[src/rtl/regfile_wb_arbiter_pkg.sv]
// Shared register-file constants used by the register file and its writeback arbiter.
package regfile_wb_arbiter_pkg;

  localparam int unsigned AddrW   = 5;
  localparam int unsigned DataW   = 32;
  localparam int unsigned NumRegs = 32;

  // Register 0 is hardwired; writes to it are swallowed.
  localparam logic [AddrW-1:0] ZeroReg = '0;

endpackage

[src/rtl/regfile_wb_arbiter_rr_arbiter.sv]
// Round-robin grant over NReq requesters; the pointer moves just past the last winner.
module rr_arbiter #(
  parameter int unsigned NReq = 3
) (
  input  logic            clk_i,
  input  logic            rst_ni,
  input  logic [NReq-1:0] valid_i,
  output logic [NReq-1:0] grant_o
);

  localparam int unsigned IdxW = (NReq > 1) ? $clog2(NReq) : 1;

  logic [IdxW-1:0] ptr_q, ptr_d;
  logic            found;
  int unsigned     idx;

  always_comb begin
    grant_o = '0;
    ptr_d   = ptr_q;
    found   = 1'b0;
    idx     = 0;
    for (int unsigned i = 0; i < NReq; i++) begin
      idx = (32'(ptr_q) + i) % NReq;
      if (!found && valid_i[idx]) begin
        found        = 1'b1;
        grant_o[idx] = 1'b1;
        ptr_d        = (idx == NReq - 1) ? '0 : IdxW'(idx + 1);
      end
    end
  end

  always_ff @(posedge clk_i or negedge rst_ni) begin
    if (!rst_ni) begin
      ptr_q <= '0;
    end else begin
      ptr_q <= ptr_d;
    end
  end

endmodule

[src/rtl/regfile_wb_arbiter.sv]
// Writeback arbiter: picks one requester per cycle, registers the register-file write,
// and tracks which registers have a reserved-but-uncommitted write in a busy scoreboard.
module regfile_wb_arbiter
  import regfile_wb_arbiter_pkg::*;
#(
  parameter int unsigned NREQ = 3,
  parameter int unsigned AW   = AddrW,
  parameter int unsigned DW   = DataW
) (
  input  logic               clk_i,
  input  logic               rst_ni,
  input  logic [NREQ-1:0]    req_valid_i,
  input  logic [NREQ*AW-1:0] req_addr_i,
  input  logic [NREQ*DW-1:0] req_data_i,
  output logic [NREQ-1:0]    req_ready_o,
  input  logic               rsv_en_i,
  input  logic [AW-1:0]      rsv_addr_i,
  output logic               wr_en_o,
  output logic [AW-1:0]      wr_addr_o,
  output logic [DW-1:0]      wr_data_o,
  output logic [NumRegs-1:0] busy_o
);

  logic [NREQ-1:0]    grant;
  logic               xfer;
  logic [AW-1:0]      sel_addr;
  logic [DW-1:0]      sel_data;
  logic               wr_en_q;
  logic [AW-1:0]      wr_addr_q;
  logic [DW-1:0]      wr_data_q;
  logic [NumRegs-1:0] busy_q, busy_d;

  rr_arbiter #(
    .NReq (NREQ)
  ) u_rr_arbiter (
    .clk_i   (clk_i),
    .rst_ni  (rst_ni),
    .valid_i (req_valid_i),
    .grant_o (grant)
  );

  assign req_ready_o = grant & {NREQ{rst_ni}};
  assign xfer        = |req_ready_o;

  always_comb begin
    sel_addr = '0;
    sel_data = '0;
    for (int unsigned i = 0; i < NREQ; i++) begin
      if (grant[i]) begin
        sel_addr = sel_addr | req_addr_i[i*AW +: AW];
        sel_data = sel_data | req_data_i[i*DW +: DW];
      end
    end
  end

  // Reserve is applied after commit so a same-cycle collision leaves the register busy.
  always_comb begin
    busy_d = busy_q;
    if (xfer) begin
      busy_d[sel_addr] = 1'b0;
    end
    if (rsv_en_i) begin
      busy_d[rsv_addr_i] = 1'b1;
    end
    busy_d[0] = 1'b0;
  end

  always_ff @(posedge clk_i or negedge rst_ni) begin
    if (!rst_ni) begin
      wr_en_q   <= 1'b0;
      wr_addr_q <= '0;
      wr_data_q <= '0;
      busy_q    <= '0;
    end else begin
      wr_en_q <= xfer && (sel_addr != AW'(ZeroReg));
      if (xfer) begin
        wr_addr_q <= sel_addr;
        wr_data_q <= sel_data;
      end
      busy_q <= busy_d;
    end
  end

  assign wr_en_o   = wr_en_q;
  assign wr_addr_o = wr_addr_q;
  assign wr_data_o = wr_data_q;
  assign busy_o    = busy_q;

endmodule

[config.mk]
export PLATFORM = sky130hd
export DESIGN_NAME = regfile_wb_arbiter
export DESIGN_NICKNAME = d
export VERILOG_FILES = /design/src/rtl/regfile_wb_arbiter_pkg.sv /design/src/rtl/regfile_wb_arbiter_rr_arbiter.sv /design/src/rtl/regfile_wb_arbiter.sv
export SDC_FILE = /design/constraint.sdc
export NUM_CORES = 1
export LEC_CHECK = 0
export CORE_ASPECT_RATIO = 0.8
export CORE_MARGIN = 1
export CORE_UTILIZATION = 40
export CTS_CLUSTER_SIZE = 12
export DETAILED_ROUTE_END_ITERATION = 7
export PLACE_DENSITY = 0.78
export SYNTH_ARGS = -nofsm -noshare
export SYNTH_HDL_FRONTEND = slang
export SYNTH_HIERARCHICAL = 1
export SYNTH_SLANG_ARGS = --single-unit
[constraint.sdc]
create_clock -name clk_i -period 3.8 [get_ports clk_i]
set_input_delay 1.14 -clock clk_i [delete_from_list [all_inputs] [get_ports clk_i]]
set_output_delay 1.14 -clock clk_i [all_outputs]
set_load 0.02 [all_outputs]
After elaboration in Yosys (flattened, before gate mapping)
Cells that the tools add are included.
- register bits: 71
- bits of input ports: 122
- word-level logic and storage cells: 84
- $add $sub $neg: 5
- divide/modulo/power cells: 3
- order comparisons: 10
- equality and inequality tests: 3
- multiplexer cells: 35
- bitwise logic cells: 10
- reductions and logical operators: 13
- operator list (cell ; number):
    32-bit 2-to-1 mux ; 5
    32-bit by 2-bit equality test with 1-bit output, second input constant ; 3
    32-bit by 1-bit greater-or-equal comparator with 1-bit output, second input constant ; 3
    32-bit by 3-bit < comparator with 1-bit output, second input constant ; 3
    32-bit bitwise OR ; 3
    32-bit by 2-bit remainder unit with 32-bit output, second input constant ; 2
    32-bit bitwise AND ; 1
    2-bit by 2-bit remainder unit with 32-bit output, second input constant ; 1
    32-bit NOT ; 1
    5-bit 2-to-1 mux ; 3
    5-bit by 6-bit < comparator with 1-bit output, second input constant ; 2
    2-bit 2-to-1 mux ; 6
    1-bit demux with 5-bit select ; 2
    5-bit by 1-bit greater-or-equal comparator with 1-bit output, second input constant ; 2
    1-bit 2-to-1 mux ; 10
    5-bit bitwise OR ; 2
    3-bit 2-to-1 mux ; 3
    1-bit logical AND ; 8
    2-bit by 1-bit adder with 2-bit output, second input constant ; 3
    1-bit binary-select mux with 2-bit select ; 3
    1-bit demux with 2-bit select ; 3
    3-bit bitwise OR ; 2
    5-bit nonzero test ; 1
    2-bit by 1-bit adder with 3-bit output, second input constant ; 1
    5 further kinds ; 6

Logic depth before layout (Yosys ltp)
- word-level depth: 24
- mapped depth: 12

By module
Netlist, hierarchy kept.
- by module, submodules not included (module ; times used ; cells an instance ; area each (um2)):
    regfile_wb_arbiter ; 1 ; 342 ; 3342.0
    rr_arbiter ; 1 ; 50 ; 439.2

Worst setup path after synthesis
Ideal clock, no wire load.
- path kind: in2out
- start: input req_valid_i[1]
- end: output req_ready_o[1]
- arrival: 2610 ps
- slack: 50 ps
- stages on the path: 6
- cells stage by stage: mux2i_2 o21ai_4 o31ai_1 buf_2 clkbuf_1 and2_1
- longest elaborated chain between the ends: 10
- elaborated cells between the ends (all ways): 18
- those cells by class: mux (11); bitwise (3); reduce/logical (4)
- ends and longest elaborated chain (item ; RTL line ; source):
    start: declaration ; regfile_wb_arbiter.sv:12 ; input logic [NREQ-1:0] req_valid_i,
    1-bit binary-select mux with 2-bit select ; regfile_wb_arbiter_rr_arbiter.sv:24 ; if (!found && valid_i[idx]) begin
    1-bit 2-to-1 mux (not written as such) ; regfile_wb_arbiter_rr_arbiter.sv:24 ;
    1-bit 2-to-1 mux ; regfile_wb_arbiter_rr_arbiter.sv:24 ;
    1-bit zero test ; regfile_wb_arbiter_rr_arbiter.sv:24 ;
    1-bit logical AND ; regfile_wb_arbiter_rr_arbiter.sv:24 ;
    1-bit 2-to-1 mux ; regfile_wb_arbiter_rr_arbiter.sv:24 ;
    1-bit zero test ; regfile_wb_arbiter_rr_arbiter.sv:24 ;
    1-bit logical AND ; regfile_wb_arbiter_rr_arbiter.sv:24 ;
    3-bit 2-to-1 mux (*) ; regfile_wb_arbiter_rr_arbiter.sv:24 ;
    net grant[1] ; regfile_wb_arbiter.sv:24 ; logic [NREQ-1:0] grant;
    3-bit bitwise AND (*) ; regfile_wb_arbiter.sv:42 ; assign req_ready_o = grant & {NREQ{rst_ni}};
    end: declaration ; regfile_wb_arbiter.sv:15 ; output logic [NREQ-1:0] req_ready_o,
The timed path passes the listed nets; every way through them passes the cells marked *. The select of a mux whose other input is x is not followed.

Final worst setup path
- start: input req_valid_i[0]
- end: output req_ready_o[1]
Same word-level chain as after synthesis.

==> reports/metrics.csv <==
metric,value,unit
Post-CTS Repair Setup Buffers,0,
Final min period,3.70,ns
clock latency at the later pin of the worst-skew pair,0.32,ns
WP depth,8,
Crit path max-delay family,buffers and inverters,
top cell type's share of synthesized area,0.470,
total power,6.53,mW
unrepaired setup endpoints after global routing,no,
GP Congestion,0.833,
ratio of cells with drive above 1 in the final layout,0.126,
post-route core utilization,0.699,
final setup fails,0,
placed inst area,0.00600,mm^2
CP dominant cell by count,buf_4,
PD cells,1030,mW/mm^2
Max Clock Freq,270,MHz
Die H,89.0,um
initial detailed-routing violation count,303,
final instance area,0.00637,mm^2
total negative slack,0,ns
CTS Sinks,71,
Syn Area/Cell,9.65,um^2
Hold Buf Count CTS,0,
Max Cap Viol,0,
# DRC,0,
# fillers,711,
drt total wl,12.9,mm
port buffer count,193,
crit path kind,input port to output port,
Max-slew headroom,0.373,
hold path cells,2,
clock tree from TritonCTS,built,
"critical path fanouts, max",5,
synth top area cells,"dfrtp_1, a222oi_1, a21oi_1",
Post-Syn Nets,518,
Num CTS Buffers,9,
crit share post-route,0.974,
yosys warns,6,
Nets,717,
H-tree Lvls,3,
worst-case clock buffer depth,2,
max incr delay on CP,0.26,ns
most common flop cell mapped by yosys,dfrtp_1,
DR pass1 iterations,5,
crit start category,input port,
Layout Skew,0.00493,ns
clock-pin slew on the worst setup and hold paths,0.05,ns
synthesized cell area,0.00378,mm^2
WL/cell,18.1,um
"EDFF count, synth",0,
total track usage,0.258,
die area,0.00985,mm^2
cells after synthesis,392,
"Hold Violations, Final",0,
Reg2Reg Depth,12,
worst min path class,flip-flop to flip-flop,
Yosys cell types,44,
antenna violations before repair,0,
# diodes,0,
"commonest non-fill, non-tap cell in the layout",clkdlybuf4s50_1,
antenna-violating nets left,0,
Worst EP required,2.66,ns
asr flop ratio synth,1.00,
Synth Register Bits,71,
area delta synth->final,68.4,%
hpwl dp,9.60,mm
first-pass GRT wire length,20.0,mm
"Remaining Overflow, GRT",0,
slowest library cell on the worst path,clkdlybuf4s15_1,
Pins Over Slew Limit,0,
CP endpoint kind,output port,
post-synthesis sequential area ratio,0.470,
IO Count,195,
"commonest non-fill, non-tap cells in the layout","clkdlybuf4s50_1, dfrtp_1, a21oi_1",
worst IR drop on VDD,0.539,mV
Starting Density,0.415,
post-synth top area cell,dfrtp_1,
vias,4069,
Die X-Extent,111,um
drt via density,5.72,
vias in the first global route,3965,
WP data arrival,2.56,ns
root buf cell,clkbuf_16,
Placement Rows,31,
leakage power total,2.62,nW
critical path cell sequence,"clkdlybuf4s15_1, mux2i_2, o21ai_4, buf_4, buf_4, o31ai_4, and2_4, buf_4",
pin count of the biggest net entering global routing,57,
Buf/Inv on CP,4,
core area,0.00911,mm^2
status,"finished, final reports clean",
transition time of the tightest slew-check pin,0.939,ns
-- cell families after synthesis --
family | synth area share
AOI/OAI and AO/OA | 0.330
and+or+nand+nor | 0.118
DFF | 0.470
buffers and inverters | 0.0559
muxes | 0.0116
adders and majority gates | 0.0132
other | 0.000992
-- per-layer routing --
metal,part of all wire,vias up,track usage
met5,0,-,0
met4,0.011,0,0.0776
met3,0.079,10,0.0671
met2,0.49,200,0.440
met1,0.42,1950,0.329
li1,-,1909,-
-- tightest hold or removal path, delay by kind of cell (launching register included) --
kind / cells / cell delay [ns]
AO/OA/AOI/OAI: 1 / 0.06
flip-flops: 1 / 0.34
AND/OR/NAND/NOR: 1 / 0.04
-- report_power, final --
group,switching (mW),internal (mW),total (mW)
Combinational,2.28,1.87,4.15
Clock,0.307,0.727,1.03
Sequential,0.214,1.13,1.34
Total,2.80,3.73,6.53
-- flip-flops by register name (all words and copies together), names as in the netlist --
name	flops
busy_o	31
u_rr_arbiter/ptr_q	2
wr_addr_o	5
wr_data_o	32
wr_en_o	1
-- Yosys cell counts, types with 6 or more instances --
library cell / number
and3b_1: 6
buf_2: 7
a21oi_1: 49
clkbuf_1: 27
a222oi_1: 37
nand2_1: 41
dfrtp_1: 71
a31oi_1: 31
nor3b_1: 6
a21boi_0: 15
o21ai_0: 37
-- final timing paths --
kind / slack, ns / start / to
max reg2reg: 0.30 / u_rr_arbiter/ptr_q[1] / busy_o[7]
max in group asynchronous: 2.03 / rst_ni / u_rr_arbiter/ptr_q[0]
min in group asynchronous: 0.80 / rst_ni / wr_data_o[17]
min: 0.48 / wr_data_o[6] / wr_data_o[6]
max: 0.1 / req_valid_i[0] / req_ready_o[1]
min reg2reg: 0.48 / wr_data_o[6] / wr_data_o[6]
-- stage by stage --
stage | instances | setup WS (ns) | hold slack, ns
2_1_floorplan | 392 | 0.0497 | 0.582
3_3_place_gp | 695 | -0.456 | 0.460
3_5_place_dp | 695 | -0.484 | 0.471
4_1_cts | 711 | 0.0358 | 0.482
5_1_grt | 711 | 0.00584 | 0.501
6_report | 711 | 0.0978 | 0.477
-- area by class of cell --
type	instances	area (um^2)	area share
inverters	5	18.8	0.00295
clock inverters	5	129	0.0202
clock buffers	11	243	0.0381
well taps	115	144	0.0226
repair buffers	230	2200	0.346
flip-flops and latches	71	1780	0.279
multi-input cells	274	1850	0.291
-- timing repair --
action	in CTS	in global routing
pin swaps	1	1
setup endpoints to repair	4	3
resized for setup	6	6
hold endpoints to repair	0	0
No activity file was read; power rests on OpenSTA's default activity.
